[src/rtl/uart_rx_pkg.sv]
// Shared constants for the configurable UART receiver: FSM encoding, parity modes,
// error bit positions, register map and reset defaults.
package uart_rx_pkg;

  localparam logic [2:0] ST_IDLE   = 3'd0;
  localparam logic [2:0] ST_START  = 3'd1;
  localparam logic [2:0] ST_DATA   = 3'd2;
  localparam logic [2:0] ST_PARITY = 3'd3;
  localparam logic [2:0] ST_STOP   = 3'd4;
  localparam logic [2:0] ST_BREAK  = 3'd5;

  localparam logic [1:0] PAR_NONE = 2'b00;
  localparam logic [1:0] PAR_EVEN = 2'b01;
  localparam logic [1:0] PAR_ODD  = 2'b10;

  localparam int ERR_PARITY  = 0;
  localparam int ERR_FRAME   = 1;
  localparam int ERR_OVERRUN = 2;

  localparam int REG_CTRL = 0;
  localparam int REG_DIV  = 1;

  localparam int CTRL_DB_LSB   = 0;
  localparam int CTRL_DB_MSB   = 3;
  localparam int CTRL_PAR_LSB  = 4;
  localparam int CTRL_PAR_MSB  = 5;
  localparam int CTRL_STOP_BIT = 6;

  localparam logic [3:0] DEF_DATABITS = 4'd8;
  localparam logic [1:0] DEF_PARITY   = PAR_NONE;
  localparam logic       DEF_STOP2    = 1'b0;

  function automatic logic [3:0] clamp_databits(input logic [3:0] v, input logic [3:0] maxv);
    if (v < 4'd5) return 4'd5;
    if (v > maxv) return maxv;
    return v;
  endfunction

endpackage

[src/rtl/uart_rx_param_if.sv]
// Configuration write bus shared with the command/display logic.
interface uart_rx_param_if #(
  parameter int WIDTH_CONFIG_ADDR = 4,
  parameter int WIDTH_CONFIG_DATA = 16
);
  logic [WIDTH_CONFIG_ADDR-1:0] c_addr;
  logic [WIDTH_CONFIG_DATA-1:0] c_data;
  logic                         c_valid;
  logic                         c_ready;

  modport master (output c_addr, c_data, c_valid, input  c_ready);
  modport slave  (input  c_addr, c_data, c_valid, output c_ready);
endinterface

[src/rtl/uart_rx_fifo.sv]
// Receive FIFO; a full FIFO still accepts a push when the head is popped in the same cycle.
module uart_rx_fifo #(
  parameter int DEPTH = 8,
  parameter int W     = 9
) (
  input  logic         clk,
  input  logic         rst_n,
  input  logic         push,
  input  logic [W-1:0] push_data,
  input  logic         pop,
  output logic         full,
  output logic         empty,
  output logic [W-1:0] head
);
  localparam int AW = $clog2(DEPTH);

  logic [W-1:0]  mem [DEPTH];
  logic [AW-1:0] wr_ptr_q, wr_ptr_d, rd_ptr_q, rd_ptr_d;
  logic [AW:0]   cnt_q, cnt_d;
  logic          push_ok, pop_ok;

  assign full    = (cnt_q == (AW+1)'(DEPTH));
  assign empty   = (cnt_q == '0);
  assign push_ok = push && (!full || pop);
  assign pop_ok  = pop && !empty;
  // Head is forced to zero while empty so the output never shows stale storage.
  assign head    = empty ? '0 : mem[rd_ptr_q];

  always_comb begin
    wr_ptr_d = push_ok ? wr_ptr_q + 1'b1 : wr_ptr_q;
    rd_ptr_d = pop_ok  ? rd_ptr_q + 1'b1 : rd_ptr_q;
    cnt_d    = cnt_q;
    if (push_ok && !pop_ok)      cnt_d = cnt_q + 1'b1;
    else if (pop_ok && !push_ok) cnt_d = cnt_q - 1'b1;
  end

  always_ff @(posedge clk or negedge rst_n) begin
    if (!rst_n) begin
      wr_ptr_q <= '0;
      rd_ptr_q <= '0;
      cnt_q    <= '0;
    end else begin
      wr_ptr_q <= wr_ptr_d;
      rd_ptr_q <= rd_ptr_d;
      cnt_q    <= cnt_d;
    end
  end

  always_ff @(posedge clk)
    if (push_ok) mem[wr_ptr_q] <= push_data;

endmodule

[src/rtl/uart_rx_param.sv]
// Run-time configurable UART receiver: oversampled majority voting, parity/stop checks,
// break recovery and a ready/valid receive FIFO with overrun reporting.
module uart_rx_param
  import uart_rx_pkg::*;
#(
  parameter int                           WIDTH_CONFIG_ADDR = 4,
  parameter int                           WIDTH_CONFIG_DATA = 16,
  parameter logic [WIDTH_CONFIG_ADDR-1:0] CFG_BASE_ADDR     = 4'b0100,
  parameter int                           MAX_DATABITS      = 9,
  parameter int                           OVERSAMPLE        = 16,
  parameter logic [WIDTH_CONFIG_DATA-1:0] DEFAULT_DIV       = 16'd27,
  parameter int                           FIFO_DEPTH        = 8,
  parameter int                           WIDTH_ERROR       = 3
) (
  input  logic                    clk,
  input  logic                    rst_n,
  input  logic                    in,
  uart_rx_param_if.slave          cfg,
  output logic [WIDTH_ERROR-1:0]  error,
  output logic                    valid_error,
  output logic [MAX_DATABITS-1:0] out,
  output logic                    valid_out,
  input  logic                    out_ready
);
  localparam int                           OS_W      = $clog2(OVERSAMPLE);
  localparam logic [OS_W-1:0]              OS_S0     = OS_W'(OVERSAMPLE/2 - 1);
  localparam logic [OS_W-1:0]              OS_S1     = OS_W'(OVERSAMPLE/2);
  localparam logic [OS_W-1:0]              OS_S2     = OS_W'(OVERSAMPLE/2 + 1);
  localparam logic [OS_W-1:0]              OS_LAST   = OS_W'(OVERSAMPLE - 1);
  localparam logic [3:0]                   MAX_DB    = 4'(MAX_DATABITS);
  localparam logic [WIDTH_CONFIG_ADDR-1:0] ADDR_CTRL = CFG_BASE_ADDR + WIDTH_CONFIG_ADDR'(REG_CTRL);
  localparam logic [WIDTH_CONFIG_ADDR-1:0] ADDR_DIV  = CFG_BASE_ADDR + WIDTH_CONFIG_ADDR'(REG_DIV);

  logic                         in_meta_q, in_sync_q, in_prev_q;
  logic [2:0]                   state_q, state_d;
  logic [WIDTH_CONFIG_DATA-1:0] div_cnt_q, div_cnt_d, div_q, div_d;
  logic [OS_W-1:0]              os_cnt_q, os_cnt_d;
  logic [3:0]                   bit_cnt_q, bit_cnt_d, db_q, db_d;
  logic [MAX_DATABITS-1:0]      data_q, data_d;
  logic                         s0_q, s0_d, s1_q, s1_d;
  logic                         par_err_q, par_err_d, frm_err_q, frm_err_d;
  logic                         stop2nd_q, stop2nd_d, stop2_q, stop2_d;
  logic [1:0]                   par_q, par_d;
  logic [WIDTH_ERROR-1:0]       error_q, error_d;
  logic                         verr_q, verr_d;

  logic start_edge, tick, vote_now, bit_end, vote, par_en, cfg_wr, push, fe;
  logic fifo_full, fifo_empty;

  always_ff @(posedge clk or negedge rst_n) begin
    if (!rst_n) {in_meta_q, in_sync_q, in_prev_q} <= 3'b111;
    else        {in_meta_q, in_sync_q, in_prev_q} <= {in, in_meta_q, in_sync_q};
  end

  assign start_edge  = in_prev_q & ~in_sync_q;
  assign tick        = (div_cnt_q == div_q - 1'b1);
  assign vote_now    = tick && (os_cnt_q == OS_S2);
  assign bit_end     = tick && (os_cnt_q == OS_LAST);
  // Third sample is the live synchronised line at the last sampling tick.
  assign vote        = (s0_q & s1_q) | (s0_q & in_sync_q) | (s1_q & in_sync_q);
  assign par_en      = (par_q == PAR_EVEN) || (par_q == PAR_ODD);
  assign cfg.c_ready = (state_q == ST_IDLE);
  assign cfg_wr      = cfg.c_valid && cfg.c_ready;

  always_comb begin
    state_d   = state_q;   div_cnt_d = div_cnt_q; os_cnt_d  = os_cnt_q;
    bit_cnt_d = bit_cnt_q; data_d    = data_q;    s0_d      = s0_q;
    s1_d      = s1_q;      par_err_d = par_err_q; frm_err_d = frm_err_q;
    stop2nd_d = stop2nd_q; db_d      = db_q;      par_d     = par_q;
    stop2_d   = stop2_q;   div_d     = div_q;     error_d   = error_q;
    verr_d    = 1'b0;      push      = 1'b0;      fe        = 1'b0;

    if (cfg_wr && cfg.c_addr == ADDR_CTRL) begin
      db_d    = clamp_databits(cfg.c_data[CTRL_DB_MSB:CTRL_DB_LSB], MAX_DB);
      par_d   = cfg.c_data[CTRL_PAR_MSB:CTRL_PAR_LSB];
      stop2_d = cfg.c_data[CTRL_STOP_BIT];
    end
    if (cfg_wr && cfg.c_addr == ADDR_DIV)
      div_d = (cfg.c_data == '0) ? WIDTH_CONFIG_DATA'(1) : cfg.c_data;

    if (state_q != ST_IDLE) begin
      div_cnt_d = tick ? '0 : div_cnt_q + 1'b1;
      if (tick) os_cnt_d = (os_cnt_q == OS_LAST) ? '0 : os_cnt_q + 1'b1;
      if (tick && os_cnt_q == OS_S0) s0_d = in_sync_q;
      if (tick && os_cnt_q == OS_S1) s1_d = in_sync_q;
    end

    case (state_q)
      ST_IDLE: begin
        // Bit phase restarts at the detected edge.
        div_cnt_d = '0;
        os_cnt_d  = '0;
        if (start_edge) begin
          state_d   = ST_START;
          bit_cnt_d = '0;
          data_d    = '0;
          par_err_d = 1'b0;
          frm_err_d = 1'b0;
          stop2nd_d = 1'b0;
        end
      end
      ST_START: begin
        if (vote_now && vote) state_d = ST_IDLE;
        else if (bit_end)     state_d = ST_DATA;
      end
      ST_DATA: begin
        if (vote_now) data_d[bit_cnt_q] = vote;
        if (bit_end) begin
          if (bit_cnt_q == db_q - 4'd1) state_d = par_en ? ST_PARITY : ST_STOP;
          else                          bit_cnt_d = bit_cnt_q + 4'd1;
        end
      end
      ST_PARITY: begin
        if (vote_now) par_err_d = (^data_q) ^ vote ^ (par_q == PAR_ODD);
        if (bit_end)  state_d = ST_STOP;
      end
      ST_STOP: begin
        if (vote_now) begin
          fe = frm_err_q | ~vote;
          // Frame ends at the mid-sample of the last stop bit.
          if (!stop2_q || stop2nd_q) begin
            if (fe || par_err_q) begin
              error_d             = '0;
              error_d[ERR_FRAME]  = fe;
              error_d[ERR_PARITY] = par_err_q;
              verr_d              = 1'b1;
            end else begin
              push = 1'b1;
            end
            state_d = fe ? ST_BREAK : ST_IDLE;
          end else begin
            frm_err_d = fe;
          end
        end else if (bit_end) begin
          stop2nd_d = 1'b1;
        end
      end
      ST_BREAK: if (in_sync_q) state_d = ST_IDLE;
      default:  state_d = ST_IDLE;
    endcase

    if (push && fifo_full && !out_ready) begin
      error_d              = '0;
      error_d[ERR_OVERRUN] = 1'b1;
      verr_d               = 1'b1;
    end
  end

  always_ff @(posedge clk or negedge rst_n) begin
    if (!rst_n) begin
      state_q   <= ST_IDLE;     div_cnt_q <= '0;         os_cnt_q  <= '0;
      bit_cnt_q <= '0;          data_q    <= '0;         s0_q      <= 1'b1;
      s1_q      <= 1'b1;        par_err_q <= 1'b0;       frm_err_q <= 1'b0;
      stop2nd_q <= 1'b0;        db_q      <= DEF_DATABITS;
      par_q     <= DEF_PARITY;  stop2_q   <= DEF_STOP2;  div_q     <= DEFAULT_DIV;
      error_q   <= '0;          verr_q    <= 1'b0;
    end else begin
      state_q   <= state_d;     div_cnt_q <= div_cnt_d;  os_cnt_q  <= os_cnt_d;
      bit_cnt_q <= bit_cnt_d;   data_q    <= data_d;     s0_q      <= s0_d;
      s1_q      <= s1_d;        par_err_q <= par_err_d;  frm_err_q <= frm_err_d;
      stop2nd_q <= stop2nd_d;   db_q      <= db_d;
      par_q     <= par_d;       stop2_q   <= stop2_d;    div_q     <= div_d;
      error_q   <= error_d;     verr_q    <= verr_d;
    end
  end

  uart_rx_fifo #(.DEPTH(FIFO_DEPTH), .W(MAX_DATABITS)) u_fifo (
    .clk       (clk),
    .rst_n     (rst_n),
    .push      (push),
    .push_data (data_q),
    .pop       (out_ready),
    .full      (fifo_full),
    .empty     (fifo_empty),
    .head      (out)
  );

  assign error       = error_q;
  assign valid_error = verr_q;
  assign valid_out   = ~fifo_empty;

endmodule

[src/flat_wrapper.sv]
// flat-port wrapper written by rule: the top's interface ports become plain ports
module uart_rx_param_flat import uart_rx_pkg::*;
#(
  parameter int                           WIDTH_CONFIG_ADDR = 4,
  parameter int                           WIDTH_CONFIG_DATA = 16,
  parameter logic [WIDTH_CONFIG_ADDR-1:0] CFG_BASE_ADDR     = 4'b0100,
  parameter int                           MAX_DATABITS      = 9,
  parameter int                           OVERSAMPLE        = 16,
  parameter logic [WIDTH_CONFIG_DATA-1:0] DEFAULT_DIV       = 16'd27,
  parameter int                           FIFO_DEPTH        = 8,
  parameter int                           WIDTH_ERROR       = 3
)
  (clk, rst_n, in, error, valid_error, out, valid_out, out_ready, cfg_c_addr, cfg_c_data, cfg_c_valid, cfg_c_ready);
  uart_rx_param_if #(.WIDTH_CONFIG_ADDR(WIDTH_CONFIG_ADDR), .WIDTH_CONFIG_DATA(WIDTH_CONFIG_DATA)) cfg_i ();
  input  logic clk;
  input  logic rst_n;
  input  logic in;
  output logic [WIDTH_ERROR-1:0] error;
  output logic valid_error;
  output logic [MAX_DATABITS-1:0] out;
  output logic valid_out;
  input  logic out_ready;
  input wire logic [$bits(cfg_i.c_addr)-1:0] cfg_c_addr;
  input wire logic [$bits(cfg_i.c_data)-1:0] cfg_c_data;
  input wire logic [$bits(cfg_i.c_valid)-1:0] cfg_c_valid;
  output wire logic [$bits(cfg_i.c_ready)-1:0] cfg_c_ready;
  assign cfg_i.c_addr = cfg_c_addr;
  assign cfg_i.c_data = cfg_c_data;
  assign cfg_i.c_valid = cfg_c_valid;
  assign cfg_c_ready = cfg_i.c_ready;
  uart_rx_param #(.WIDTH_CONFIG_ADDR(WIDTH_CONFIG_ADDR), .WIDTH_CONFIG_DATA(WIDTH_CONFIG_DATA), .CFG_BASE_ADDR(CFG_BASE_ADDR), .MAX_DATABITS(MAX_DATABITS), .OVERSAMPLE(OVERSAMPLE), .DEFAULT_DIV(DEFAULT_DIV), .FIFO_DEPTH(FIFO_DEPTH), .WIDTH_ERROR(WIDTH_ERROR)) u_core (.clk(clk), .rst_n(rst_n), .in(in), .cfg(cfg_i), .error(error), .valid_error(valid_error), .out(out), .valid_out(valid_out), .out_ready(out_ready));
endmodule
[config.mk]
export PLATFORM = sky130hd
export DESIGN_NAME = uart_rx_param_flat
export DESIGN_NICKNAME = d
export VERILOG_FILES = /design/src/rtl/uart_rx_pkg.sv /design/src/rtl/uart_rx_param_if.sv /design/src/rtl/uart_rx_fifo.sv /design/src/rtl/uart_rx_param.sv /design/src/flat_wrapper.sv
export SDC_FILE = /design/constraint.sdc
export NUM_CORES = 1
export LEC_CHECK = 0
export BUFFER_PORTS_ARGS = -buffer_cell sky130_fd_sc_hd__buf_2
export CAP_MARGIN = 20
export CORE_MARGIN = 5
export CORE_UTILIZATION = 35
export DETAILED_ROUTE_END_ITERATION = 10
export PLACE_DENSITY_LB_ADDON = 0.15
export REMOVE_ABC_BUFFERS = 1
export SLEW_MARGIN = 40
export SYNTH_ARGS = -nofsm -noshare
export SYNTH_HDL_FRONTEND = slang
export SYNTH_HIERARCHICAL = 1
export SYNTH_SLANG_ARGS = --single-unit
export TNS_END_PERCENT = 50
[constraint.sdc]
create_clock -name clk -period 6.1 [get_ports clk]
set_input_delay 0.61 -clock clk [delete_from_list [all_inputs] [get_ports clk]]
set_output_delay 0.61 -clock clk [all_outputs]
set_load 0.05 [all_outputs]
==> summary.md <==
| Metric | Value |
|---|---|
| Final TNS setup | `0 ns` |
| Clk buf depth | `2` |
| Core area | `21800 um2` |
| Distinct cell type count of the synthesized netlist | `77` |
| CTS root buf | `clkbuf_16` |
| DRT Pass-1 Iters | `4` |
| Fraction of registers with async set/reset | `52.9%` |
| Critical path arrival | `5.62 ns` |
| Crit-path max FO | `19` |
| # setup viols final | `0` |
| Antenna Violating Nets Remaining | `0` |
| Synth area leaders | `edfxtp_1 (28%), dfrtp_1 (23%), mux4_2 (5.3%)` |
| Die width | `158 um` |
| IO Port Bufs | `39` |
| CP cell instances | `inv_1 -> ha_1 -> or3b_2 -> or4_4 -> a22oi_2 -> nand4b_2 -> or4_4 -> or2_1 -> nor2_1 -> o21ai_4 -> inv_1 -> ha_1 -> inv_1 -> ha_1 -> or4_1 -> o211ai_1 -> o211ai_1` |
| Sink Count | `153` |
| RD Place Congestion | `0.817` |
| GRT Util Overall | `13.8%` |
| Final Cell Area | `8820 um2` |
| Leakage | `3.58 nW` |
| Seq/Total Area, Yosys | `54.5%` |
| Antenna cell count | `0` |
| Endpoints failing hold | `0` |
| DR DRC count | `0` |
| CTS tree | `done` |
| Post-synthesis cell count | `625` |
| Detailed-route wire length per cell | `16.9 um` |
| Worst setup SP type | `register` |
| Post-synth top flop | `edfxtp_1` |
| Syn avg cell area | `12.3 um2` |
| First-pass GRT wire length | `27000 um` |
| I/O Pins | `40` |
| Synthesis-stage register bit count | `153` |
| Status | `complete, no violations` |
| Post_cts resized | `0` |
| Max Cap Viol | `0` |
| Synth warn | `6` |
| Starting DRT DRC Count | `213` |
| Worst Setup End Kind | `register` |
| Worst-skew pair later-pin latency | `0.43 ns` |
| Vias in the first global route | `5024` |
| Fmax | `188 MHz` |
| Slowest stage delay, CP | `0.69 ns` |
| Yosys top cell by area | `edfxtp_1` |
| FILL cells | `2066` |
| Routed vias/inst | `5.13` |
| Critical path class | `register to register` |
| Hold_buf cts | `0` |
| Pins Over Slew Limit | `0` |
| Post-CTS setup buffer count | `0` |
| Clock Skews | `0.0150 ns` |
| Starting density of the core | `35.4%` |
| Largest net degree at the start of global routing | `44` |
| Layout cells sized above 1 | `22.4%` |
| Hpwl dp | `11800 um` |
| Final period utilization | `87.2%` |
| Max VDD drop | `0.187 mV` |
| Area growth syn-to-layout | `14.4%` |
| Total gr overflow | `0` |
| WL final | `16300 um` |
| Nets | `709` |
| Vias post-DR | `4927` |
| H-tree depth | `4` |
| Pin slew with the least headroom to its limit | `0.756 ns` |
| Data required, critical path | `6.40 ns` |
| Row count | `54` |
| Clk slew on worst S/H paths | `0.07 ns` |
| EDFF count, synth | `72` |
| Post-placement cell area | `8200 um2` |
| Sequential Area | `4200 um2` |
| Full die area | `25100 um2` |
| Util after Layout | `40.5%` |
| Antenna violations before repair | `0` |
| Synth Cell Area | `7710 um2` |
| Slew margin rel. | `49.5%` |
| RSZ-0062 raised after global routing | `no` |
| Critical-path top delay cell | `or4_4` |
| Minimum clock period | `5.32 ns` |
| HP Class | `input port to async pin` |
| Die Y-Extent | `158 um` |
| Share of the synthesized area in the top cell type | `28.1%` |
| Area of the multi-input gates | `3300 um2` |
| Power Dens Cells | `326 nW/um2` |
| TritonCTS Buffers | `17` |
| Cells on worst reg2reg path | `17` |
report_power, final:
group	internal [W]	switching, W	leakage [nW]
clock network	0.000618	0.000459	0.295
registers	0.00114	0.000114	1.84
logic	0.000233	0.000305	1.45
total	0.00200	0.000879	3.58
final timing paths:
kind / slack [ns] / start / end
min in group clk: 0.28 / in / u_core/in_meta_q
max in group asynchronous: 4.95 / rst_n / u_core/u_fifo/rd_ptr_q[1]
min: 0.14 / rst_n / u_core/div_cnt_q[10]
max reg2reg: 0.78 / u_core/div_q[0] / u_core/u_fifo/cnt_q[3]
max: 0.78 / u_core/div_q[0] / u_core/u_fifo/cnt_q[3]
min reg2reg: 0.36 / u_core/in_meta_q / u_core/in_sync_q
cell usage after synthesis (6+ instances only):
master / count
o211ai_1: 6
or4_1: 6
o21ai_0: 22
or3_1: 9
nor2_1: 46
mux2i_1: 8
and3_1: 10
xnor2_1: 35
xor2_1: 19
mux2_2: 21
nor2b_1: 8
ha_1: 16
clkbuf_1: 13
edfxtp_1: 72
nor3_1: 11
nand2_1: 31
inv_1: 30
mux4_2: 18
and2_1: 9
o2bb2ai_1: 9
dfstp_2: 10
a22o_1: 8
nand2b_1: 10
nand3_1: 13
dfrtp_1: 71
nor4_1: 8
a21oi_1: 23
kinds of logic (layout without fill, tap and decap cells):
family / after synthesis / count (layout) / synth area share [%]
AND/OR/NAND/NOR: 191 / 191 / 13.8
flip-flops: 153 / 153 / 54.5
AO/OA/AOI/OAI: 105 / 105 / 9.53
XOR/XNOR: 54 / 54 / 6.14
buffers and inverters: 53 / 108 / 3.07
multiplexers: 51 / 51 / 10.0
adder cells (fa/ha/maj): 18 / 18 / 2.99
cells in the final DEF (no fill, tap or decap), types with 4 or more instances in the layout:
| cell type | instances |
|---|---|
| inv_1 | 30 |
| nor2_1 | 43 |
| dfrtp_1 | 70 |
| nand2b_1 | 10 |
| o211ai_1 | 6 |
| or4_4 | 5 |
| ha_1 | 16 |
| and2_1 | 9 |
| inv_6 | 7 |
| nand3b_1 | 4 |
| o2bb2ai_1 | 9 |
| nand2_1 | 31 |
| mux2_2 | 21 |
| edfxtp_1 | 72 |
| and3_1 | 10 |
| a21oi_1 | 23 |
| or3_1 | 9 |
| mux4_2 | 18 |
| o21ai_1 | 5 |
| buf_4 | 7 |
| dfstp_2 | 10 |
| nand4_1 | 4 |
| o21ai_0 | 22 |
| mux2i_1 | 8 |
| nor3_1 | 10 |
| nor2b_1 | 7 |
| xnor2_1 | 35 |
| nand3_1 | 13 |
| buf_2 | 38 |
| clkbuf_16 | 17 |
| xor2_1 | 19 |
| or4_1 | 6 |
| a22o_1 | 8 |
| nor4_1 | 6 |
critical path: cells and delay by family, from the launching register on:
kind / cells / cell delay [ns]
fa+ha+maj: 3 / 0.85
buf+inv: 3 / 0.29
simple gates: 7 / 3.00
compound gates: 4 / 0.65
flops: 1 / 0.39
metrics by stage:
stage	total power, W	instances	setup WS (ns)	hold slack (ns)
3_3_place_gp	0.00180	928	1.11	0.346
4_1_cts	0.00291	960	0.810	0.154
2_1_floorplan	0.00165	603	1.37	0.314
3_5_place_dp	0.00181	928	0.818	0.348
5_1_grt	0.00303	960	0.403	0.166
6_report	0.00287	960	0.779	0.140
final cells by class:
| class | count | share of cell area, % |
|---|---|---|
| repair buffers | 45 | 2.75 |
| clock buffers | 17 | 4.82 |
| clock inverters | 15 | 2.03 |
| inverters | 31 | 1.32 |
| multi-input cells | 419 | 37.5 |
| flip-flops and latches | 153 | 47.7 |
| well taps | 280 | 3.97 |
metal layers:
layer | up-vias | track usage (%) | part of all wire (%)
met3 | 13 | 3.13 | 3.2
met2 | 78 | 23.4 | 50
met4 | 0 | 4.14 | 1.2
met5 | - | 0 | 0
li1 | 2398 | - | -
met1 | 2438 | 17.6 | 45
state kept, by name, summed over array words and instances (netlist names), 2 cells and up:
| register | count |
|---|---|
| u_core/u_fifo/rd_ptr_q | 3 |
| u_core/state_q | 3 |
| u_core/os_cnt_q | 4 |
| u_core/u_fifo/mem | 72 |
| u_core/bit_cnt_q | 4 |
| u_core/u_fifo/cnt_q | 4 |
| u_core/div_cnt_q | 16 |
| u_core/u_fifo/wr_ptr_q | 3 |
| u_core/div_q | 16 |
| u_core/error | 3 |
| u_core/db_q | 4 |
| u_core/par_q | 2 |
| u_core/data_q | 9 |
Note: power is estimated with default switching activity, not from simulation.
